$ cat src/rtl/hazard_pkg.sv
// Shared constants and types for the hazard_scoreboard pipeline hazard controller.
// Stage indices, flush FSM encoding and a counter width helper.
package hazard_pkg;

    localparam int STAGE_FETCH  = 0;
    localparam int STAGE_DECODE = 1;

    typedef enum logic {
        RUN   = 1'b0,
        FLUSH = 1'b1
    } flush_state_t;

    // Bits needed to hold 0..max_value, never less than one.
    function automatic int cnt_width(input int max_value);
        return (max_value < 1) ? 1 : $clog2(max_value + 1);
    endfunction

endpackage

$ cat src/rtl/reg_scoreboard.sv
// Pending-write scoreboard for long-latency register writers.
// Tracks one pending bit per register plus a population count used for the full flag.
module reg_scoreboard
    import hazard_pkg::*;
#(
    parameter int NUM_REGS    = 32,
    parameter int REG_AW      = 5,
    parameter int MAX_PENDING = 4
) (
    input  logic              clk,
    input  logic              rst_n,
    input  logic              i_issue,
    input  logic [REG_AW-1:0] i_issue_addr,
    input  logic              i_complete,
    input  logic [REG_AW-1:0] i_complete_addr,
    input  logic              i_clear_all,
    input  logic [REG_AW-1:0] i_rs1,
    input  logic [REG_AW-1:0] i_rs2,
    output logic              o_hit,
    output logic              o_full
);

    localparam int CNT_W = cnt_width(MAX_PENDING);

    logic [NUM_REGS-1:0] r_pending;
    logic [NUM_REGS-1:0] w_pending_nxt;
    logic [CNT_W-1:0]    r_count;
    logic [CNT_W-1:0]    w_count_nxt;
    logic                w_set_new;
    logic                w_clr_eff;

    // A completion racing an issue to the same register leaves the bit set.
    always_comb begin
        w_set_new = i_issue && (i_issue_addr != '0) && !r_pending[i_issue_addr];
        w_clr_eff = i_complete && (i_complete_addr != '0) && r_pending[i_complete_addr]
                    && !(i_issue && (i_issue_addr == i_complete_addr));
        w_pending_nxt = r_pending;
        w_count_nxt   = r_count;
        if (i_clear_all) begin
            w_pending_nxt = '0;
            w_count_nxt   = '0;
        end else begin
            if (w_clr_eff) begin
                w_pending_nxt[i_complete_addr] = 1'b0;
            end
            if (w_set_new) begin
                w_pending_nxt[i_issue_addr] = 1'b1;
            end
            w_count_nxt = r_count + CNT_W'(w_set_new) - CNT_W'(w_clr_eff);
        end
    end

    always_ff @(posedge clk or negedge rst_n) begin
        if (!rst_n) begin
            r_pending <= '0;
            r_count   <= '0;
        end else begin
            r_pending <= w_pending_nxt;
            r_count   <= w_count_nxt;
        end
    end

    always_comb begin
        o_hit  = ((i_rs1 != '0) && r_pending[i_rs1]) || ((i_rs2 != '0) && r_pending[i_rs2]);
        o_full = (r_count == CNT_W'(MAX_PENDING));
    end

endmodule

$ cat src/rtl/hazard_scoreboard.sv
// Parametrised stall/invalidate controller with long-latency scoreboard and post-trap flush hold.
// Define HAZARD_PERF_COUNT_EN to build the saturating stall/flush cycle counters.
module hazard_scoreboard
    import hazard_pkg::*;
#(
    parameter int STAGES       = 4,
    parameter int NUM_REGS     = 32,
    parameter int REG_AW       = 5,
    parameter int MAX_PENDING  = 4,
    parameter int FLUSH_CYCLES = 2
) (
    input  logic                       clk,
    input  logic                       reset,
    input  logic                       decode_valid,
    input  logic [REG_AW-1:0]          rs1_address_decode,
    input  logic [REG_AW-1:0]          rs2_address_decode,
    input  logic [REG_AW-1:0]          rd_address_decode,
    input  logic                       long_latency_decode,
    input  logic [(STAGES-2)*REG_AW-1:0] rd_address_stages,
    input  logic [STAGES-2:0]          csr_write_stages,
    input  logic                       complete_valid,
    input  logic [REG_AW-1:0]          complete_address,
    input  logic                       branch_taken,
    input  logic                       mret_memory,
    input  logic                       mret_writeback,
    input  logic                       traped,
    input  logic                       load_store,
    input  logic                       fetch_ready,
    input  logic                       mem_ready,
    output logic [STAGES-1:0]          stall,
    output logic [STAGES-1:0]          invalidate,
    output logic                       pending_full,
    output logic [31:0]                stall_cycles,
    output logic [31:0]                flush_cycles
);

    localparam int FC_W = cnt_width(FLUSH_CYCLES);
    localparam int EX_N = STAGES - 2;

    logic              w_trap_inv;
    logic              w_branch_inv;
    logic              w_mem_wait;
    logic              w_flush;
    logic              w_raw_hazard;
    logic              w_sb_hit;
    logic              w_sb_full;
    logic              w_issue;
    logic [STAGES-1:0] w_inv;
    logic [STAGES-1:0] w_stall;

    flush_state_t      r_state;
    flush_state_t      w_state_nxt;
    logic [FC_W-1:0]   r_flush_cnt;
    logic [FC_W-1:0]   w_flush_cnt_nxt;

    assign w_trap_inv   = traped | mret_writeback;
    assign w_branch_inv = branch_taken | w_trap_inv;
    assign w_mem_wait   = !mem_ready & load_store;

    always_comb begin
        w_raw_hazard = 1'b0;
        for (int k = 0; k < EX_N; k++) begin
            if ((rd_address_stages[k*REG_AW +: REG_AW] != '0) &&
                ((rd_address_stages[k*REG_AW +: REG_AW] == rs1_address_decode) ||
                 (rd_address_stages[k*REG_AW +: REG_AW] == rs2_address_decode))) begin
                w_raw_hazard = 1'b1;
            end
        end
    end

    always_comb begin
        w_inv = '0;
        w_inv[STAGE_FETCH]  = w_branch_inv | !fetch_ready | w_flush;
        w_inv[STAGE_DECODE] = w_branch_inv | w_flush | w_raw_hazard | (|csr_write_stages)
                              | w_sb_hit | (long_latency_decode & w_sb_full);
        for (int i = 2; i < STAGES - 1; i++) begin
            w_inv[i] = w_branch_inv;
        end
        w_inv[STAGES-1] = w_trap_inv | w_mem_wait;
    end

    // Back-pressure ripples from memory toward fetch; a bubbled stage never holds.
    always_comb begin
        w_stall = '0;
        w_stall[STAGES-2] = !w_inv[STAGES-2] & (w_inv[STAGES-1] | w_mem_wait | mret_memory);
        for (int i = STAGES - 3; i >= 0; i--) begin
            w_stall[i] = !w_inv[i] & (w_stall[i+1] | w_inv[i+1]);
        end
    end

    assign w_issue = decode_valid & long_latency_decode & (rd_address_decode != '0)
                     & !w_stall[STAGE_DECODE] & !w_inv[STAGE_DECODE];

    reg_scoreboard #(
        .NUM_REGS    (NUM_REGS),
        .REG_AW      (REG_AW),
        .MAX_PENDING (MAX_PENDING)
    ) u_scoreboard (
        .clk             (clk),
        .rst_n           (reset),
        .i_issue         (w_issue),
        .i_issue_addr    (rd_address_decode),
        .i_complete      (complete_valid),
        .i_complete_addr (complete_address),
        .i_clear_all     (w_trap_inv),
        .i_rs1           (rs1_address_decode),
        .i_rs2           (rs2_address_decode),
        .o_hit           (w_sb_hit),
        .o_full          (w_sb_full)
    );

    always_ff @(posedge clk or negedge reset) begin
        if (!reset) begin
            r_state     <= RUN;
            r_flush_cnt <= '0;
        end else begin
            r_state     <= w_state_nxt;
            r_flush_cnt <= w_flush_cnt_nxt;
        end
    end

    always_comb begin
        w_state_nxt     = r_state;
        w_flush_cnt_nxt = r_flush_cnt;
        case (r_state)
            RUN: begin
                if (w_trap_inv && (FLUSH_CYCLES != 0)) begin
                    w_state_nxt     = FLUSH;
                    w_flush_cnt_nxt = FC_W'(FLUSH_CYCLES);
                end
            end
            FLUSH: begin
                if (w_trap_inv) begin
                    w_flush_cnt_nxt = FC_W'(FLUSH_CYCLES);
                end else if (r_flush_cnt <= FC_W'(1)) begin
                    w_state_nxt     = RUN;
                    w_flush_cnt_nxt = '0;
                end else begin
                    w_flush_cnt_nxt = r_flush_cnt - FC_W'(1);
                end
            end
            default: begin
                w_state_nxt     = RUN;
                w_flush_cnt_nxt = '0;
            end
        endcase
    end

    always_comb begin
        w_flush = (r_state == FLUSH);
    end

    // While reset is held every stage is bubbled and nothing is held.
    assign invalidate   = reset ? w_inv : '1;
    assign stall        = reset ? w_stall : '0;
    assign pending_full = reset & w_sb_full;

`ifdef HAZARD_PERF_COUNT_EN
    logic [31:0] r_stall_cycles;
    logic [31:0] r_flush_cycles;

    always_ff @(posedge clk or negedge reset) begin
        if (!reset) begin
            r_stall_cycles <= '0;
            r_flush_cycles <= '0;
        end else begin
            if ((w_stall[STAGE_DECODE] | w_inv[STAGE_DECODE]) & (w_raw_hazard | w_sb_hit)
                && (r_stall_cycles != '1)) begin
                r_stall_cycles <= r_stall_cycles + 32'd1;
            end
            if ((w_flush | w_branch_inv) && (r_flush_cycles != '1)) begin
                r_flush_cycles <= r_flush_cycles + 32'd1;
            end
        end
    end

    assign stall_cycles = r_stall_cycles;
    assign flush_cycles = r_flush_cycles;
`else
    assign stall_cycles = '0;
    assign flush_cycles = '0;
`endif

endmodule

$ cat config.mk
export PLATFORM = sky130hd
export DESIGN_NAME = hazard_scoreboard
export DESIGN_NICKNAME = d
export VERILOG_FILES = /design/src/rtl/hazard_pkg.sv /design/src/rtl/reg_scoreboard.sv /design/src/rtl/hazard_scoreboard.sv
export SDC_FILE = /design/constraint.sdc
export NUM_CORES = 1
export LEC_CHECK = 0
export ABC_AREA = 1
export BUFFER_PORTS_ARGS = -buffer_cell sky130_fd_sc_hd__buf_2
export CELL_PAD_IN_SITES_DETAIL_PLACEMENT = 1
export CELL_PAD_IN_SITES_GLOBAL_PLACEMENT = 2
export CORE_ASPECT_RATIO = 0.8
export CORE_MARGIN = 8
export CORE_UTILIZATION = 30
export DETAILED_ROUTE_END_ITERATION = 16
export PLACE_DENSITY_LB_ADDON = 0.1
export SYNTH_ARGS = -nofsm -noshare
export SYNTH_HDL_FRONTEND = slang
export SYNTH_HIERARCHICAL = 1
export SYNTH_SLANG_ARGS = --single-unit
$ cat constraint.sdc
create_clock -name clk -period 7.7 [get_ports clk]
set_clock_uncertainty 0.2 [all_clocks]
set_input_delay 0.77 -clock clk [delete_from_list [all_inputs] [get_ports clk]]
set_output_delay 0.77 -clock clk [all_outputs]
set_load 0.02 [all_outputs]
==> results of run 1 <==
worst paths after layout:
kind	from	end	slack, ns	cells after the start
max in group asynchronous	reset	r_flush_cnt[0]	6.52	2
min	r_flush_cnt[0]	r_flush_cnt[0]	0.28	1
max reg2reg	u_scoreboard/r_pending[29]	u_scoreboard/r_count[2]	3.27	26
min reg2reg	r_flush_cnt[0]	r_flush_cnt[0]	0.28	1
min in group asynchronous	reset	u_scoreboard/r_pending[22]	0.37	2
max	rs2_address_decode[0]	u_scoreboard/r_count[2]	2.74	26
final cells by class:
type | count | area, sq um | area share (%)
timing repair buffer | 55 | 283 | 5.81
multi-input combinational | 621 | 2890 | 59.5
inverter | 73 | 277 | 5.68
sequential | 38 | 951 | 19.5
clock buffer | 6 | 139 | 2.85
clock inverter | 2 | 60.1 | 1.23
tap | 210 | 263 | 5.40
layer usage:
metal	part of all wire [%]	wire length (um)	global-route usage [%]
met5	0	0	0
met4	1.5	284	4.14
met3	4.7	880	2.59
met2	44	8270	29.1
met1	50	9300	27.3
where the power goes:
group          total (W)  switching, W  internal (W)
Combinational   0.000145      0.000115     0.0000297
Sequential      0.000201   0.000000670      0.000201
Clock           0.000282     0.0000877      0.000195
Total           0.000628      0.000204      0.000425
registers in the layout (all words and copies together) (netlist names):
name,count
u_scoreboard/r_pending,32
u_scoreboard/r_count,3
r_flush_cnt,2
r_state,1
through the flow:
stage          power [W]  area [sq um]
2_1_floorplan   0.000325          4870
3_3_place_gp    0.000345          4670
3_5_place_dp    0.000348          4670
4_1_cts         0.000634          4860
5_1_grt         0.000657          4860
6_report        0.000628          4860
synth_stat cells:
cell	number	area share [%]
inv_4	1	0.14
a21oi_1	46	5.0
nand2_2	3	0.41
buf_6	15	3.6
nand2_1	230	19
nor3_4	2	0.70
nand2_4	1	0.24
o21ai_0	44	4.8
buf_4	65	11
buf_2	9	0.97
clkinv_1	1	0.081
nand4_2	2	0.54
nor3_2	1	0.22
nand3b_1	1	0.16
clkbuf_1	13	1.1
xor2_1	4	0.76
nand4_1	63	8.5
nor3_1	18	1.9
fa_1	1	0.43
conb_1	1	0.081
nand3_2	1	0.22
inv_1	56	4.5
o21a_1	1	0.16
ha_1	2	0.54
nand3_1	16	1.7
inv_2	15	1.2
o22ai_1	8	1.1
dfrtp_1	38	21
nor3b_1	1	0.16
o211ai_1	4	0.65
nor2_1	84	6.8
a21oi_2	2	0.38
nor2_2	3	0.41
a211oi_1	2	0.32
xnor2_1	5	0.95
nor2_4	2	0.49
and3_1	2	0.27
o21ai_1	7	0.76
critical path, stage by stage:
cell     delay (ns)
buf_2          0.31
inv_1          0.30
nor2_1         0.15
o21ai_0        0.16
o21ai_0        0.18
o21ai_0        0.09
o22ai_1        0.12
nand2_1        0.11
nor2_1         0.13
nand4_2        0.12
a21oi_2        0.18
nand3_2        0.11
nor3_2         0.20
nand2_1        0.08
inv_1          0.05
nand2_1        0.09
nor3_4         0.18
buf_4          0.36
nand2_1        0.09
ha_1           0.29
inv_1          0.05
ha_1           0.13
inv_1          0.05
fa_1           0.37
xor2_1         0.16
nor2_1         0.06
kinds of logic after synthesis:
family	Yosys count	synth area share, %
fa+ha+maj	3	0.973
compound gates	114	13.1
flops	38	20.5
other cells	1	0.0810
buf+inv	175	22.2
simple gates	430	41.4
xor+xnor	9	1.70
==> impl_metrics.json, run 1 <==
{
  "hold_ws_ns": 0.282,
  "layoutNonFillerInstCount": 1005,
  "grt_pass1_vias": 5091,
  "finalSetupViolations": 0,
  "diodes": 0,
  "hold_path_class": "reg2reg",
  "dp_hpwl_mm": 14.1,
  "cts_tree": "done",
  "setup_ws_ns": 2.74,
  "ys_seq_area_share_pct": 20.5,
  "routed_wl_mm": 18.7,
  "grt_pass1_wl_mm": 29.5,
  "finalHoldViolCount": 0,
  "cts_buffers": 5,
  "power_density_mw_per_mm2": 129,
  "synth-seq-cells": 38,
  "cts_root_buf": "clkbuf_16",
  "period_share_pct": 64.5,
  "start_util_pct": 30.7,
  "syn_avg_cell_area_sq_um": 6.01,
  "relSlewSlack_pct": 32.8,
  "cts_sinks": 38,
  "via_count": 4965,
  "start_kind": "input pin",
  "drtIter0Drc": 315,
  "layout-drive-gt1-share_pct": 12.1,
  "ioPinCount": 118,
  "clockBufferDepth": 2,
  "ctsResizeCount": 0,
  "tns_ns": 0,
  "die_w_um": 155,
  "pre_cts_ws_ns": 2.46,
  "path_class": "in2reg",
  "syn_inst": 770,
  "cts_post_setup_buffers_inserted": 0,
  "wl_per_cell_um": 18.6,
  "arrival_ns": 4.91,
  "ir_drop_v": 0.0000779,
  "yosys_warnings": 6,
  "clock_latency_ns": 0.29,
  "max_freq_mhz": 202,
  "grt_max_degree": 44,
  "viasPerCell": 4.94,
  "antenna_found_initial": 0,
  "synthToLayoutAreaGrowth_pct": 5.05,
  "die-area_sq_mm": 0.0197,
  "dp_cells": 997,
  "layout.nets": 842,
  "period_needed_ns": 4.96,
  "worst_slew_pin_slew_ns": 1.01,
  "antenna_left": 0,
  "cp_max_fo": 32,
  "die_h_um": 127,
  "port_buffers": 52,
  "h-tree-depth": 2,
  "final_common_cell": "nand2_1",
  "maxCapViolCount": 0,
  "drc": 0,
  "mappedNetlistArea_sq_mm": 0.00463,
  "power_leakage_nw": 2.29,
  "gp_congestion": 0.831,
  "path_clk_slew_ns": 0.06,
  "final_cell_mix": "230 x nand2_1, 84 x nor2_1, 65 x conb_1, 63 x nand4_1, 56 x inv_1",
  "core-area_sq_mm": 0.0151,
  "drt_pass1_iterations": 5,
  "status": "finished, final reports clean",
  "rsz0062_at_grt": "false",
  "cp-end-kind": "flip-flop",
  "required_ns": 7.65,
  "grt.total_usage_pct": 18.9,
  "fp-row-count": 40,
  "holdBufCountCts": 0,
  "drv_slew": 0,
  "synth_cell_types": 38,
  "final_util_pct": 32.3,
  "num-fill-cells": 2029,
  "overflow": 0
}
(Power assumes the default switching activity.)
==> inputs of run 2 (changes only) <==
--- a/config.mk
+++ b/config.mk
@@ -11,7 +11,7 @@
 export CELL_PAD_IN_SITES_GLOBAL_PLACEMENT = 2
 export CORE_ASPECT_RATIO = 0.8
 export CORE_MARGIN = 8
-export CORE_UTILIZATION = 30
+export CORE_UTILIZATION = 28
 export DETAILED_ROUTE_END_ITERATION = 16
 export PLACE_DENSITY_LB_ADDON = 0.1
 export SYNTH_ARGS = -nofsm -noshare
==> constraint.sdc (replaced) <==
create_clock -name clk -period 5.09 [get_ports clk]
set_clock_uncertainty 0.2 [all_clocks]
set_input_delay 0.509 -clock clk [delete_from_list [all_inputs] [get_ports clk]]
set_output_delay 0.509 -clock clk [all_outputs]
set_load 0.02 [all_outputs]
==> impl_metrics.json, run 2 (synthesis results as in run 1) <==
{
  "power_density_mw_per_mm2": 178,
  "regArea_sq_um": 951,
  "holdBufCountCts": 0,
  "relSlewSlack_pct": 38.4,
  "rsz0062_at_grt": "false",
  "overflow": 0,
  "start_util_pct": 28.3,
  "power_leakage_nw": 2.28,
  "tns_ns": 0,
  "num-fill-cells": 2196,
  "gp_congestion": 0.855,
  "drc": 0,
  "antenna_found_initial": 0,
  "clock_latency_ns": 0.29,
  "hold_path_class": "in2async",
  "grt_pass1_wl_mm": 30.3,
  "drt_pass1_iterations": 4,
  "multi_input_area_sq_mm": 0.00289,
  "rr_startpoint": "u_scoreboard/r_pending[25]",
  "reg.largest.list": "u_scoreboard/r_pending x32, u_scoreboard/r_count x3, r_flush_cnt x2",
  "cts_root_buf": "clkbuf_16",
  "ir_drop_v": 0.000109,
  "cp_max_fo": 23,
  "antenna_left": 0,
  "via_count": 5077,
  "cts_buffers": 5,
  "h-tree-depth": 2,
  "path_clk_slew_ns": 0.06,
  "worst_slew_pin_slew_ns": 0.918,
  "arrival_ns": 4.43,
  "maxCapViolCount": 0,
  "max_freq_mhz": 223,
  "layout-drive-gt1-share_pct": 12.4,
  "finalSetupViolations": 0,
  "synthToLayoutAreaGrowth_pct": 4.78,
  "viasPerCell": 4.99,
  "core-area_sq_mm": 0.0163,
  "rr_endpoint": "u_scoreboard/r_count[2]",
  "path_class": "in2reg",
  "final_cell_area_sq_mm": 0.00485,
  "drv_slew": 0,
  "dp_hpwl_mm": 14.8,
  "drtIter0Drc": 337,
  "cts_tree": "done",
  "start_kind": "input pin",
  "final_common_cell": "nand2_1",
  "die-area_sq_mm": 0.0209,
  "port_buffers": 52,
  "period_share_pct": 88.0,
  "ctsResizeCount": 0,
  "largest_reg_flops": 32,
  "grt.total_usage_pct": 18.3,
  "layout.nets": 845,
  "placed_area_sq_mm": 0.00470,
  "layoutNonFillerInstCount": 1018,
  "r2r_slack_ns": 0.99,
  "die_h_um": 131,
  "die_w_um": 160,
  "grt_pass1_vias": 5088,
  "cts_sinks": 38,
  "grt_max_degree": 38,
  "ioPinCount": 118,
  "period_needed_ns": 4.48,
  "dp_cells": 1010,
  "cts_post_setup_buffers_inserted": 0,
  "rr_worst_depth": 24,
  "cp-end-kind": "flip-flop",
  "final_cell_mix": "230 x nand2_1, 84 x nor2_1, 65 x conb_1, 63 x nand4_1, 56 x inv_1",
  "finalHoldViolCount": 0,
  "required_ns": 5.04,
  "wl_per_cell_um": 19.0,
  "status": "finished, final reports clean",
  "routed_wl_mm": 19.4,
  "largest-register": "u_scoreboard/r_pending",
  "clockBufferDepth": 2,
  "fp-row-count": 42,
  "diodes": 0
}
run 2: changes by cell type in the layout (fill, tap and decap cells not counted):
cell | previous run | this run
buf_4 | 3 | 6
bufinv_16 | 2 | 0
clkinv_2 | 0 | 1
clkinvlp_4 | 0 | 1
run 2: metal layers:
layer  track usage, %  vias up  wire (um)
met4             2.58        0        145
met5                0        -          0
met1             25.6     2479       9540
li1                 -     2442          -
met2             29.3      144       8690
met3             3.57       12       1000
run 2: worst max-delay path by stage:
stage | from | end | slack, ns | cells after the start
after CTS | rs2_address_decode[0] | u_scoreboard/r_count[2] | 0.61 | 24
after global placement | rs2_address_decode[0] | u_scoreboard/r_count[2] | 0.53 | 24
after global routing | rs2_address_decode[0] | u_scoreboard/r_count[2] | 0.16 | 24
after detailed placement | rs2_address_decode[0] | u_scoreboard/r_count[2] | 0.33 | 24
after floorplan | rs2_address_decode[0] | u_scoreboard/r_count[2] | 0.82 | 27
final | rs1_address_decode[0] | u_scoreboard/r_count[2] | 0.61 | 26
run 2: cell type report:
type                    instances  share of cell area [%]
inverters                      73                    5.70
clock inverters                 2                   0.258
multi-input cells             621                    59.6
repair buffers                 58                    6.29
flip-flops and latches         38                    19.6
clock buffers                   6                    2.86
well taps                     220                    5.67
run 2: per-stage QoR:
| stage | setup WS, ns | util [%] | power, W | hold slack [ns] |
|---|---|---|---|---|
| after floorplan | 0.818 | - | 0.000491 | 0.0134 |
| final | 0.609 | 29.7 | 0.000862 | 0.00445 |
| after global placement | 0.535 | 28.8 | 0.000528 | 0.265 |
| after CTS | 0.608 | 29.7 | 0.000869 | 0.0159 |
| after detailed placement | 0.331 | 28.8 | 0.000530 | 0.284 |
| after global routing | 0.156 | 29.7 | 0.000904 | 0.0309 |
run 2: power breakdown:
part / switching [W] / leakage (nW) / internal [W]
Sequential: 0.00000112 / 0.522 / 0.000303
Clock: 0.000139 / 0.0729 / 0.000194
Combinational: 0.000178 / 1.69 / 0.0000456
run 2: worst max-delay path, stage by stage:
cell	delay, ns
buf_2	0.32
inv_1	0.29
o21ai_0	0.22
o22ai_1	0.08
o21ai_0	0.16
nor2_1	0.07
nor2_1	0.12
nand2_1	0.06
nand2_1	0.07
nand2_1	0.11
nor2_1	0.15
nand4_2	0.12
a21oi_2	0.18
nand3_2	0.11
nor3_2	0.19
o21ai_0	0.14
nor2_1	0.12
nand3_1	0.10
and3_1	0.19
ha_1	0.29
inv_1	0.06
ha_1	0.13
inv_1	0.05
fa_1	0.37
xor2_1	0.16
nor2_1	0.05
==> inputs of run 3 (changes only) <==
--- a/config.mk
+++ b/config.mk
@@ -14,6 +14,7 @@
 export CORE_UTILIZATION = 28
 export DETAILED_ROUTE_END_ITERATION = 16
 export PLACE_DENSITY_LB_ADDON = 0.1
+export RECOVER_POWER = 100
 export SYNTH_ARGS = -nofsm -noshare
 export SYNTH_HDL_FRONTEND = slang
 export SYNTH_HIERARCHICAL = 1
==> impl_metrics.json, run 3 (synthesis results as in run 1) <==
{
  "status": "finished, final reports clean",
  "p_sw_share_pct": 36.9,
  "layoutNonFillerInstCount": 1018,
  "start_util_pct": 28.3,
  "cts_post_setup_buffers_inserted": 0,
  "layout-drive-gt1-share_pct": 11.0,
  "dp_hpwl_mm": 14.8,
  "finalHoldViolCount": 0,
  "drc": 0,
  "critical-path-top-delay-family": "simple AND/OR/NAND/NOR gates",
  "ir_drop_v": 0.000109,
  "largest_reg_flops": 32,
  "via_count": 5101,
  "wl_per_cell_um": 19.1,
  "path_clk_slew_ns": 0.06,
  "hold_ws_ns": 0.268,
  "holdBufCountCts": 0,
  "cp_slowest_stage_delay_ns": 0.37,
  "hold_path_class": "in2reg",
  "grt.total_usage_pct": 18.3,
  "seqPwrFrac_pct": 35.4,
  "h-tree-depth": 2,
  "cts_buffers": 5,
  "port_buffers": 52,
  "worst-path-buf-inv": 5,
  "power_leakage_nw": 2.26,
  "ioPinCount": 118,
  "ctsResizeCount": 0,
  "clockPowerShare_pct": 38.7,
  "num-fill-cells": 2204,
  "dp_cells": 1010,
  "rr_worst_depth": 27,
  "worst-path-stages": 27,
  "finalSetupViolations": 0,
  "cts_sinks": 38,
  "p_sw_w": 0.000317,
  "power_density_mw_per_mm2": 178,
  "antenna_found_initial": 0,
  "synthToLayoutAreaGrowth_pct": 4.03,
  "die_h_um": 131,
  "drtIter0Drc": 329,
  "die_w_um": 160,
  "gp_congestion": 0.855,
  "arrival_ns": 4.46,
  "tns_ns": 0,
  "maxCapViolCount": 0,
  "path_common_cell": "nand2_1",
  "layout.nets": 845,
  "fp-row-count": 42,
  "clock_latency_ns": 0.29,
  "rr_startpoint": "u_scoreboard/r_pending[29]",
  "overflow": 0,
  "r2r_slack_ns": 0.95,
  "period_needed_ns": 4.53,
  "period_share_pct": 89.1,
  "worst_slew_pin_slew_ns": 1.45,
  "rr_endpoint": "u_scoreboard/r_count[2]",
  "drt_pass1_iterations": 4,
  "largest-register": "u_scoreboard/r_pending",
  "core-area_sq_mm": 0.0163,
  "p_comb_share_pct": 25.9,
  "grt_pass1_vias": 5088,
  "diodes": 0,
  "endpoint": "u_scoreboard/r_count[2]",
  "pre_cts_ws_ns": 0.331,
  "reg.largest.list": "u_scoreboard/r_pending x32, u_scoreboard/r_count x3, r_flush_cnt x2",
  "die-area_sq_mm": 0.0209,
  "p_int_w": 0.000542,
  "cp_max_fo": 23,
  "cts_tree": "done",
  "rsz0062_at_grt": "false",
  "routed_wl_mm": 19.5,
  "antenna_left": 0,
  "grt_pass1_wl_mm": 30.3,
  "viasPerCell": 5.01,
  "final_cell_mix": "230 x nand2_1, 85 x nor2_1, 65 x conb_1, 63 x nand4_1, 57 x inv_1",
  "final_common_cell": "nand2_1",
  "clockBufferDepth": 2,
  "setup_ws_ns": 0.555,
  "grt_max_degree": 38,
  "required_ns": 5.01,
  "cp-end-kind": "flip-flop",
  "drv_slew": 0,
  "max_freq_mhz": 221,
  "multi_input_area_sq_mm": 0.00287,
  "startpoint": "rs1_address_decode[0]",
  "power_w": 0.000859,
  "path_class": "in2reg",
  "relSlewSlack_pct": 3.32,
  "start_kind": "input pin",
  "cts_root_buf": "clkbuf_16",
  "regArea_sq_um": 951,
  "slowest_stage": "fa_1"
}
-- run 3: power groups by stage --
| stage | sequential [W] | clock (W) | combinational [W] |
|---|---|---|---|
| after global placement | 0.000310 | 0 | 0.000218 |
| after floorplan | 0.000310 | 0 | 0.000182 |
| after global routing | 0.000304 | 0.000353 | 0.000245 |
| after CTS | 0.000304 | 0.000343 | 0.000221 |
| final | 0.000304 | 0.000332 | 0.000223 |
| after detailed placement | 0.000310 | 0 | 0.000221 |
-- run 3: tightest hold or removal path, cell delays in order --
cell	delay, ns
buf_2	0.07
nor2_1	0.08
nand2_1	0.07
-- run 3: per-stage QoR --
stage	instance area [sq um]	utilization (%)
floorplan	4870	-
detailed placement	4700	28.8
finish	4820	29.5
global route	4820	29.5
CTS	4850	29.7
global placement	4700	28.8
-- run 3: metal layers --
layer,wire (um),part of all wire [%],global-route usage [%]
met5,0,0,0
met4,143,0.74,2.58
met3,1060,5.4,3.57
met2,8710,45,29.3
met1,9540,49,25.6
-- run 3: area by class of cell --
type / count / share of cell area (%)
clock inverter: 2 / 0.260
sequential: 38 / 19.7
tap: 220 / 5.71
clock buffer: 6 / 2.88
timing repair buffer: 58 / 6.08
multi-input combinational: 621 / 59.6
inverter: 73 / 5.74
-- run 3: worst min path at each step --
stage	start	endpoint	slack, ns	cells after the start
after floorplan	reset	r_flush_cnt[0]	0.01	0
after global placement	r_flush_cnt[0]	r_flush_cnt[0]	0.26	1
after detailed placement	u_scoreboard/r_pending[0]	u_scoreboard/r_pending[0]	0.28	2
after CTS	reset	u_scoreboard/r_pending[7]	0.02	1
after global routing	traped	r_flush_cnt[1]	0.30	3
final	mret_writeback	r_state	0.27	3
